===== src/rtl/checkout_pkg.sv =====
`default_nettype none
// ============================================================================
//  Module      : checkout_pkg
//  Description : Shared types and default code tables for the UPC checkout
//                tally unit.
//  Revision    : 1.0 - initial release
// ============================================================================
package checkout_pkg;

    // Transaction framing states
    typedef enum logic [1:0] {
        IDLE   = 2'd0,
        ACTIVE = 2'd1,
        DONE   = 2'd2
    } state_t;

    // Bit i set: code i is discounted. Implements P | (U & C), code = {U,P,C}.
    localparam logic [7:0] DISC_TABLE_DEF = 8'b1110_1100;

    // Bit i set: code i is expensive.
    localparam logic [7:0] EXP_TABLE_DEF  = 8'b1000_0011;

endpackage
`default_nettype wire


===== src/rtl/upc_classify.sv =====
`default_nettype none
// ============================================================================
//  Module      : upc_classify
//  Description : Combinational per-item classifier. Looks the code up in the
//                discount and expensive tables; clearance forces a discount,
//                and a discounted item can never be flagged as stolen.
//  Revision    : 1.0 - initial release
// ============================================================================
module upc_classify
    import checkout_pkg::*;
#(
    parameter int                   UPC_W      = 3,
    parameter logic [2**UPC_W-1:0]  DISC_TABLE = DISC_TABLE_DEF,
    parameter logic [2**UPC_W-1:0]  EXP_TABLE  = EXP_TABLE_DEF
) (
    input  logic [UPC_W-1:0] upc,
    input  logic             marked,
    input  logic             clearance,
    output logic             disc,
    output logic             stolen
);

    // Table lookups; stolen requires expensive, unmarked and not discounted
    always_comb begin
        disc   = DISC_TABLE[upc] | clearance;
        stolen = EXP_TABLE[upc] & ~marked & ~disc;
    end

endmodule
`default_nettype wire


===== src/rtl/upc_checkout.sv =====
`default_nettype none
// ============================================================================
//  Module      : upc_checkout
//  Description : Transaction tally unit. Frames a transaction with an
//                IDLE/ACTIVE/DONE FSM, keeps saturating item, discount and
//                stolen counts and pulses alarm once per stolen item.
//  Revision    : 1.0 - initial release
// ============================================================================
module upc_checkout
    import checkout_pkg::*;
#(
    parameter int                   UPC_W      = 3,
    parameter int                   CNT_W      = 8,
    parameter logic [2**UPC_W-1:0]  DISC_TABLE = DISC_TABLE_DEF,
    parameter logic [2**UPC_W-1:0]  EXP_TABLE  = EXP_TABLE_DEF
) (
    input  logic             clk,
    input  logic             reset,
    input  logic             start,
    input  logic             scan,
    input  logic [UPC_W-1:0] upc,
    input  logic             marked,
    input  logic             finish,
    input  logic             clearance,
    output logic             busy,
    output logic             done,
    output logic [CNT_W-1:0] item_cnt,
    output logic [CNT_W-1:0] disc_cnt,
    output logic [CNT_W-1:0] stolen_cnt,
    output logic             last_disc,
    output logic             alarm
);

    localparam logic [CNT_W-1:0] CNT_MAX = {CNT_W{1'b1}};

    state_t           state_q, state_d;
    logic             clr_q, clr_d;
    logic [CNT_W-1:0] item_q, item_d;
    logic [CNT_W-1:0] disc_cnt_q, disc_cnt_d;
    logic [CNT_W-1:0] stolen_q, stolen_d;
    logic             last_disc_q, last_disc_d;
    logic             alarm_q, alarm_d;
    logic             busy_q, busy_d;
    logic             done_q, done_d;

    logic             item_disc;
    logic             item_stolen;

    // Classification uses the clearance bit latched at transaction start
    upc_classify #(
        .UPC_W      (UPC_W),
        .DISC_TABLE (DISC_TABLE),
        .EXP_TABLE  (EXP_TABLE)
    ) u_classify (
        .upc       (upc),
        .marked    (marked),
        .clearance (clr_q),
        .disc      (item_disc),
        .stolen    (item_stolen)
    );

    // Next-state logic: framing, counter clear/increment with saturation
    always_comb begin
        state_d     = state_q;
        clr_d       = clr_q;
        item_d      = item_q;
        disc_cnt_d  = disc_cnt_q;
        stolen_d    = stolen_q;
        last_disc_d = last_disc_q;
        alarm_d     = 1'b0;

        case (state_q)
            IDLE, DONE: begin
                // A scan arriving together with start is dropped
                if (start) begin
                    state_d     = ACTIVE;
                    clr_d       = clearance;
                    item_d      = '0;
                    disc_cnt_d  = '0;
                    stolen_d    = '0;
                    last_disc_d = 1'b0;
                end
            end
            ACTIVE: begin
                if (scan) begin
                    if (item_q != CNT_MAX) item_d = item_q + 1'b1;
                    if (item_disc && (disc_cnt_q != CNT_MAX)) disc_cnt_d = disc_cnt_q + 1'b1;
                    if (item_stolen && (stolen_q != CNT_MAX)) stolen_d = stolen_q + 1'b1;
                    last_disc_d = item_disc;
                    alarm_d     = item_stolen;
                end
                // A scan in the same cycle as finish is still counted above
                if (finish) state_d = DONE;
            end
            default: state_d = IDLE;
        endcase

        busy_d = (state_d == ACTIVE);
        done_d = (state_d == DONE);
    end

    // State and registered outputs, asynchronously cleared by reset
    always_ff @(posedge clk or posedge reset) begin
        if (reset) begin
            state_q     <= IDLE;
            clr_q       <= 1'b0;
            item_q      <= '0;
            disc_cnt_q  <= '0;
            stolen_q    <= '0;
            last_disc_q <= 1'b0;
            alarm_q     <= 1'b0;
            busy_q      <= 1'b0;
            done_q      <= 1'b0;
        end else begin
            state_q     <= state_d;
            clr_q       <= clr_d;
            item_q      <= item_d;
            disc_cnt_q  <= disc_cnt_d;
            stolen_q    <= stolen_d;
            last_disc_q <= last_disc_d;
            alarm_q     <= alarm_d;
            busy_q      <= busy_d;
            done_q      <= done_d;
        end
    end

    assign busy       = busy_q;
    assign done       = done_q;
    assign item_cnt   = item_q;
    assign disc_cnt   = disc_cnt_q;
    assign stolen_cnt = stolen_q;
    assign last_disc  = last_disc_q;
    assign alarm      = alarm_q;

endmodule
`default_nettype wire


===== config.mk =====
export PLATFORM = sky130hd
export DESIGN_NAME = upc_checkout
export DESIGN_NICKNAME = d
export VERILOG_FILES = /design/src/rtl/checkout_pkg.sv /design/src/rtl/upc_classify.sv /design/src/rtl/upc_checkout.sv
export SDC_FILE = /design/constraint.sdc
export NUM_CORES = 1
export LEC_CHECK = 0
export BUFFER_PORTS_ARGS = -buffer_cell sky130_fd_sc_hd__buf_2
export CORE_UTILIZATION = 30
export DETAILED_ROUTE_END_ITERATION = 10
export SLEW_MARGIN = 20
export SYNTH_ARGS = -nofsm -noshare
export SYNTH_HDL_FRONTEND = slang
export SYNTH_SLANG_ARGS = --single-unit

===== constraint.sdc =====
create_clock -name clk -period 4.4 [get_ports clk]
set_input_delay 0.22 -clock clk [delete_from_list [all_inputs] [get_ports clk]]
set_output_delay 0.22 -clock clk [all_outputs]
set_load 0.005 [all_outputs]

# --- Word-level counts from Yosys, hierarchy flattened ---
# Memory sizes are Yosys's and may differ from the RTL's.
# Index checks and enable logic that the tools add are counted.
totals:
  regBits: 31
  latch_bits: 0
  mem_bits_rw: 0
  romBits: 16
  in_bits: 10
  n_memories: 2
classes:
  addsub: 3
  multipliers: 0
  div: 0
  n_lt_le_gt_ge: 1
  n_eq_ne: 12
  n_shift: 0
  n_mux: 20
  bitwise_logic: 5
  n_reduce_logical: 10
memory_table:
  columns: ["memory", "depth", "word_bits", "rd", "rd_ports_with_merged_regs", "write_ports", "line_no", "rtl"]
  rows:
  - ["(name not given)", 8, 1, 1, 0, 0, "upc_classify.sv:26", "stolen = EXP_TABLE[upc] & ~marked & ~disc;"]
  - ["(name not given)", 8, 1, 1, 0, 0, "upc_classify.sv:25", "disc = DISC_TABLE[upc] | clearance;"]
op_table:
  columns: ["operator", "n"]
  rows:
  - ["8-bit two-way mux", 7]
  - ["8-bit one-hot mux with 2 select lines", 3]
  - ["8-bit by 1-bit adder with 8-bit output, second input constant", 3]
  - ["8-bit inequality test, second input constant", 3]
  - ["4-bit AND reduction", 3]
  - ["2-bit inequality test, second input constant", 5]
  - ["1-bit two-way mux", 6]
  - ["2-bit by 1-bit equality test with 1-bit output, second input constant", 2]
  - ["2-bit equality test, second input constant", 2]
  - ["3-bit by 4-bit less-than comparator with 1-bit output, second input constant", 1]
  - ["2-bit two-way mux", 2]
  - ["2-bit one-hot mux with 2 select lines", 1]
  - ["3-bit AND reduction", 1]
  - ["1-bit bitwise AND", 2]
  - ["1-bit logical AND", 2]
  - ["2-bit logical NOT", 1]
  - ["1-bit inverter", 2]
  - ["1-bit one-hot mux with 2 select lines", 1]
  - ["2-bit AND reduction", 1]
  - ["2-bit nonzero test", 1]
  - ["2-bit OR reduction", 1]
  - ["1-bit bitwise OR", 1]

# --- Longest topological paths before layout ---
# Gate-level depths: netlist of the first run.
depth:
  word_depth: 9
  depth_mapped: 6
  mapped_depth_nobuf: 5

# --- By module ---
# From an unflattened synthesis of the first run, not the netlist that was laid out.
unflattened:
  cells_unflattened: 168
  area_unflattened_um2: 1695.4
modules_own_cells:
  columns: ["module", "n_inst", "cells_each", "area_each_um2", "seq_area_each_um2"]
  rows:
  - ["upc_checkout", 1, 166, 1674.1, 775.7]
  - ["upc_classify", 1, 2, 21.3, 0.0]

# --- Least setup slack after synthesis of the first run ---
# No wires, ideal clock.
synth_path:
  path_kind: "reg2reg"
  from: "register disc_cnt_q[0] (netlist: disc_cnt[0])"
  to: "register disc_cnt_q[5] (netlist: disc_cnt[5])"
  setup_ns: 0.082
  arrival_time_ns: 1.560
  required_ns: 4.318
  setup_slack_ns: 2.758
  stages_incl_launch_ff: 6
  n_path_buf: 0
  cell_sequence: "dfrtp_1 > ha_1 > and3_1 > a211oi_2 > a41oi_1 > a31oi_1"
synth_between:
  elab_chain_cells: 4
synth_rtl:
  columns: ["item", "line_no", "rtl"]
  rows:
  - ["from (decl)", "upc_checkout.sv:39", "logic [CNT_W-1:0] disc_cnt_q, disc_cnt_d;"]
  - ["from (signal assigned)", "upc_checkout.sv:118", "disc_cnt_q <= disc_cnt_d;"]
  - ["8-bit by 1-bit adder with 8-bit output / 8-bit inequality test (equally long branches)", "upc_checkout.sv:87", "if (item_disc && (disc_cnt_q != CNT_MAX)) disc_cnt_d = disc_cnt_q + 1'b1;"]
  - ["8-bit two-way mux / 1-bit logical AND (equally long branches)", "upc_checkout.sv:87", null]
  - ["8-bit two-way mux / 2-bit inequality test (equally long branches)", null, null]
  - ["8-bit one-hot mux with 2 select lines / 4-bit AND reduction (equally long branches)", null, null]
# Several ways; a longest one is shown, not always the timed one. The select of a mux whose other input is x is not followed.
# A chain may end at the register's enable or synchronous reset.

# --- Final worst setup path of the first run ---
layout_path:
  from: "register state_q[0]"
  to: "register item_q[5] (netlist: item_cnt[5])"
layout_between:
  elab_chain_cells: 4
layout_rtl:
  columns: ["item", "line_no", "rtl"]
  rows:
  - ["from (decl)", "upc_checkout.sv:36", "state_t state_q, state_d;"]
  - ["from (signal assigned)", "upc_checkout.sv:115", "state_q <= state_d;"]
  - ["2-bit equality test / 2-bit logical NOT (equally long branches)", "upc_checkout.sv:72", "case (state_q)"]
  - ["2-bit OR reduction", "upc_checkout.sv:72", null]
  - ["2-bit inequality test (no source line) / 2-bit nonzero test (equally long branches)", null, null]
  - ["4-bit AND reduction (no source line)", null, null]
  - ["to (signal assigned)", "upc_checkout.sv:117", "item_q <= item_d;"]
  - ["to (decl)", "upc_checkout.sv:38", "logic [CNT_W-1:0] item_q, item_d;"]
# Several ways; a longest one is shown, not always the timed one.

==> results of run 1 <==
Yosys cell counts, drive strengths merged (2+ instances only):
cell type and instances:
a221o 2, ha 3, buf 4, a21oi 10, nor2 6, nand3 8, or3 3, and2 2
a211oi 3, nor3 5, nand4 3, nand2 18, a21boi 2, o21a 3, a2bb2oi 2, and3 6
o21ai 11, nor2b 2, dfrtp 31, nand2b 3, o31ai 2, a211o 2, a31oi 5, or4 2
nor4 2, a21o 2, inv 5
through the flow:
stage,instances,total power [mW],hold slack [ns]
floorplan,163,0.480,0.324
global placement,267,0.543,0.327
detailed placement,267,0.547,0.333
CTS,275,0.801,0.0301
global route,275,0.842,0.0671
finish,275,0.786,0.00626
final timing paths:
path                          startpoint       endpoint  cells after the start
min                                reset    item_cnt[7]                      3
max reg2reg                   state_q[0]    item_cnt[5]                      4
max                           state_q[0]    item_cnt[5]                      4
max in group asynchronous          reset  stolen_cnt[7]                      3
min in group clk               clearance          clr_q                      3
min reg2reg                stolen_cnt[7]  stolen_cnt[7]                      1
cells by family after synthesis:
family                     after synthesis  synth area share, %
AOI/OAI and AO/OA                       53                 23.7
DFF                                     31                 48.2
buffers and inverters                    9                 2.80
adders and majority gates                3                 2.33
muxes                                    2                 1.32
and+or+nand+nor                         65                 21.6
placed cells by master, fill, tap and decap left out, types with 2 or more instances in the layout:
cell type / count
a31oi_1: 5
a21o_1: 2
nand4_1: 3
nor4_1: 2
nand3_1: 8
nor2_1: 6
nor2b_1: 2
a221o_1: 2
a21boi_0: 2
inv_1: 5
or3_1: 3
nand2b_1: 3
a211o_1: 2
buf_2: 37
o21a_1: 3
a2bb2oi_1: 2
o21ai_0: 11
ha_1: 3
a211oi_2: 2
nand2_1: 18
or4_1: 2
clkbuf_8: 7
and3_1: 6
o31ai_1: 2
dfrtp_1: 31
nor3_1: 5
and2_1: 2
a21oi_1: 10
flip-flops by register name, indices dropped and copies added, names as in the netlist:
name / cells
alarm: 1
busy: 1
clr_q: 1
disc_cnt: 8
done: 1
item_cnt: 8
last_disc: 1
state_q: 2
stolen_cnt: 8
per-layer routing:
layer  share of wire, %  GRT usage, %
met2                 46          23.5
met1                 46          19.9
met3                6.7          5.49
met4                1.4          5.56
met5                  0             0
cell type report:
class / instances / area [sq um]
Timing Repair Buffer: 38 / 193
Clock buffer: 8 / 100
Multi-Input combinational cell: 123 / 787
Sequential cell: 31 / 776
Tap cell: 70 / 87.6
Fill cell: 555 / 3180
Inverter: 5 / 18.8
power by group:
group | total (mW) | switching [mW] | internal [mW]
combinational | 0.174 | 0.0982 | 0.0759
sequential | 0.364 | 0.0413 | 0.323
clock | 0.248 | 0.106 | 0.143
total | 0.786 | 0.245 | 0.541
tightest hold or removal path, delay by kind of cell:
family | cells | cell delay, ns
buf+inv | 3 | 0.48
==> results.sh, run 1 <==
export IMPL_wirelength_mm=3.76
export IMPL_nets=217
export IMPL_peakVddDrop_mv=0.172
export IMPL_synthFlopType="dfrtp_1"
export IMPL_ctsHoldBuffers=0
export IMPL_status="completed"
export IMPL_path_class="flop to flop"
export IMPL_drive_gt1_share_pct=24.4
export IMPL_synth_cell_types=45
export IMPL_cts_setup_buffers=0
export IMPL_wire_per_inst_microns=13.7
export IMPL_syn_to_final_growth_pct=22.0
export IMPL_p_leak_nw=0.955
export IMPL_die_area_sq_mm=0.00566
export IMPL_place_gp_congestion=0.784
export IMPL_clock_root_buffer="clkbuf_8"
export IMPL_cp_num_buf_inv=0
export IMPL_final_setup_viol_count=0
export IMPL_drv_cap=0
export IMPL_crit_path_end_kind="flop"
export IMPL_finalInstanceArea_sq_mm=0.00196
export IMPL_grt_max_degree=32
export IMPL_clk_transition_reported_paths_ns=0.07
export IMPL_dpl_cell_area_sq_mm=0.00186
export IMPL_drtPass1Iterations=4
export IMPL_post_route_period_util_pct=46.0
export IMPL_cp_start_kind="flop"
export IMPL_portBuffers=37
export IMPL_path_delay_family="simple AND/OR/NAND/NOR gates"
export IMPL_power_density_mw_per_mm2=401
export IMPL_num_io_pins=38
export IMPL_rows=26
export IMPL_grt_ovfl_total=0
export IMPL_h_tree_depth=2
export IMPL_required_ns=4.61
export IMPL_postSynthAreaPerCell_sq_um=9.86
export IMPL_path_cells="nor2b_1 > o32ai_2 > or4_1 > a21oi_1"
export IMPL_hold_viol=0
export IMPL_vias_per_cell=5.20
export IMPL_fmax_ghz=0.494
export IMPL_synth_top_cell_by_area="dfrtp_1"
export IMPL_cts_resized=0
export IMPL_tns_ns=0
export IMPL_dp_final_hpwl_mm=2.68
export IMPL_synth_sequential_area_ratio_pct=48.2
export IMPL_grt_pass1_wl_mm=6.31
export IMPL_syn_nets=176
export IMPL_clockBufferDepth=2
export IMPL_cts_made_buffers=5
export IMPL_maxSlewHeadroom_pct=43.3
export IMPL_dpl_worst_slack_ns=2.35
export IMPL_cts_tree="built"
export IMPL_clock_sinks=31
export IMPL_diodes=0
export IMPL_worst_slew_pin_slew_ns=0.849
export IMPL_drt_iter0_markers=40
export IMPL_start_util_pct=31.3
export IMPL_ant_nets=0
export IMPL_cp_arrival_ns=2.23
export IMPL_setup_ws_ns=2.38
export IMPL_clkLatencyLatePin_ns=0.29
export IMPL_gr_usage_all_layers_pct=15.3
export IMPL_fp_dieH_microns=75.2
export IMPL_cp_slowest_cell="nor2b_1"
export IMPL_synth_cells=163
export IMPL_async_flop_share_pct=100
export IMPL_min_period_ns=2.02
export IMPL_crit_path_max_incr_delay_ns=0.53
export IMPL_reg2reg_slack_ns=2.38
export IMPL_netlist_area_sq_mm=0.00161
export IMPL_path_max_fanout=13
export IMPL_utilization_pct=38.2
export IMPL_rsz0062_at_grt="false"
export IMPL_drc=0
export IMPL_antenna_found_initial=0
export IMPL_via_count=1431
export IMPL_finalMaxSlewViolations=0
export IMPL_die_w_microns=75.2
export IMPL_synth_top_area_share_pct=48.2
export IMPL_ys_seq_elements=31
export IMPL_ys_warn_count=0
export IMPL_fin_worst_skew_ns=0.00492
export IMPL_synth_edf_count=0
export IMPL_core_sq_mm=0.00514
export IMPL_hp_class="input port to async pin"
export IMPL_grt_pass1_vias=1344
export IMPL_synth_area_top_cells="dfrtp_1, nand2_1, o21ai_0"
(Power assumes the default switching activity.)
==> run 2: changes to the inputs <==
Clock period 4.4 ns to 1.9 ns, I/O delays scaled along.
==> run 2 against run 1 <==
Net effect:
- power is 130% higher
- critical path depth increased by 2
- clock skew grew 0.0011 ns
- clock-buffer cell count is 2 lower
- highest routed layer unchanged
- critical endpoint unchanged
==> results.sh, run 2 (synthesis results as in run 1) <==
export IMPL_cp_arrival_ns=1.94
export IMPL_diodes=0
export IMPL_worst_slew_pin_slew_ns=0.660
export IMPL_ant_nets=0
export IMPL_final_common_cell="buf_2"
export IMPL_power_density_mw_per_mm2=897
export IMPL_required_ns=2.10
export IMPL_final_cell_mix="buf_2, dfrtp_1, nand2_1"
export IMPL_status="completed"
export IMPL_post_route_period_util_pct=91.2
export IMPL_nets=226
export IMPL_die_area_sq_mm=0.00566
export IMPL_fp_dieH_microns=75.2
export IMPL_clk_transition_reported_paths_ns=0.06
export IMPL_cts_setup_buffers=0
export IMPL_cts_tree="built"
export IMPL_crit_path_start="item_cnt[0]"
export IMPL_rows=26
export IMPL_crit_path_end_kind="flop"
export IMPL_hold_depth=3
export IMPL_drv_cap=0
export IMPL_maxSlewHeadroom_pct=55.9
export IMPL_clkLatencyLatePin_ns=0.28
export IMPL_gr_usage_all_layers_pct=15.2
export IMPL_num_io_pins=38
export IMPL_worst_r2r_path_depth=6
export IMPL_path_max_fanout=8
export IMPL_die_w_microns=75.2
export IMPL_vias_per_cell=5.27
export IMPL_grt_pass1_wl_mm=6.46
export IMPL_grt_pass1_vias=1468
export IMPL_clockBufferDepth=2
export IMPL_fmax_ghz=0.577
export IMPL_p_leak_nw=0.995
export IMPL_multi_input_area_sq_um=787
export IMPL_start_util_pct=31.3
export IMPL_core_sq_mm=0.00514
export IMPL_via_count=1491
export IMPL_portBuffers=37
export IMPL_hold_viol=0
export IMPL_min_from="clearance"
export IMPL_clock_root_buffer="clkbuf_8"
export IMPL_r2r_end="item_cnt[5]"
export IMPL_fillCellCount=539
export IMPL_hp_class="input port to flop"
export IMPL_whs_endpoint="clr_q"
export IMPL_final_setup_viol_count=0
export IMPL_finalMaxSlewViolations=0
export IMPL_dp_final_hpwl_mm=2.77
export IMPL_min_period_ns=1.73
export IMPL_drtPass1Iterations=4
export IMPL_drc=0
export IMPL_tns_ns=0
export IMPL_drive_gt1_share_pct=27.2
export IMPL_reg2reg_from="item_cnt[0]"
export IMPL_clock_sinks=31
export IMPL_utilization_pct=39.3
export IMPL_fin_worst_skew_ns=0.00599
export IMPL_peakVddDrop_mv=0.473
export IMPL_h_tree_depth=2
export IMPL_grt_ovfl_total=0
export IMPL_drt_iter0_markers=56
export IMPL_rsz0062_at_grt="false"
export IMPL_syn_to_final_growth_pct=25.6
export IMPL_path_class="flop to flop"
export IMPL_cts_made_buffers=5
export IMPL_reg2reg_slack_ns=0.17
export IMPL_seq_area_sq_um=776
export IMPL_antenna_found_initial=0
export IMPL_grt_max_degree=32
export IMPL_place_gp_congestion=0.746
export IMPL_cp_start_kind="flop"
export IMPL_wire_per_inst_microns=13.5
export IMPL_wirelength_mm=3.83
## run 2: repair_timing
item / 4_1_cts / 5_1_grt
resized for setup: 0 / 0
hold buffers: 1 / 0
endpoints found under the hold margin: 31 / 0
## run 2: how the worst max path moves through the flow
| stage | cells after the start | end |
|---|---|---|
| final | 6 | item_cnt[5] |
| after global routing | 5 | stolen_cnt[4] |
| after CTS | 5 | item_cnt[5] |
| after detailed placement | 6 | item_cnt[5] |
| after global placement | 6 | item_cnt[7] |
| after floorplan | 5 | disc_cnt[5] |
## run 2: area by class of cell
cell class	instances	area share [%]
clock inverters	1	0.248
inverters	5	0.929
repair buffers	47	13.0
well taps	70	4.34
flip-flops and latches	31	38.4
clock buffers	6	4.09
multi-input cells	123	39.0
## run 2: power breakdown
part           total (mW)  switching [mW]  internal (mW)
Combinational       0.452           0.239          0.212
Clock               0.517           0.233          0.284
Sequential          0.844          0.0960          0.748
## run 2: worst max-delay path: stages, from the launching register on
cell and delay, ns:
dfrtp_1 0.43, ha_1 0.26, nand4b_1 0.14, o32ai_2 0.10, buf_4 0.18, or4_1 0.39, a21oi_1 0.16
## run 2: routing by layer
layer / vias to the layer above / GRT usage (%) / routed length [microns] / part of all wire [%]
met5: - / 0 / 0 / 0
met4: 0 / 5.97 / 58 / 1.5
met3: 7 / 5.22 / 175 / 4.6
met2: 34 / 25.3 / 1840 / 48
met1: 729 / 18.2 / 1760 / 46
li1: 721 / - / - / -
## run 2: per-stage QoR
stage          power, mW  std cells  area, sq um  hold slack [ns]  worst slack, ns
3_5_place_dp        1.31        275         1920            0.200            0.175
2_1_floorplan       1.11        163         1610            0.199            0.258
5_1_grt             1.94        283         2020           0.0326           0.0429
4_1_cts             1.85        283         2020           0.0143            0.147
6_report            1.81        283         2020           0.0204            0.168
3_3_place_gp        1.30        275         1920            0.202            0.204
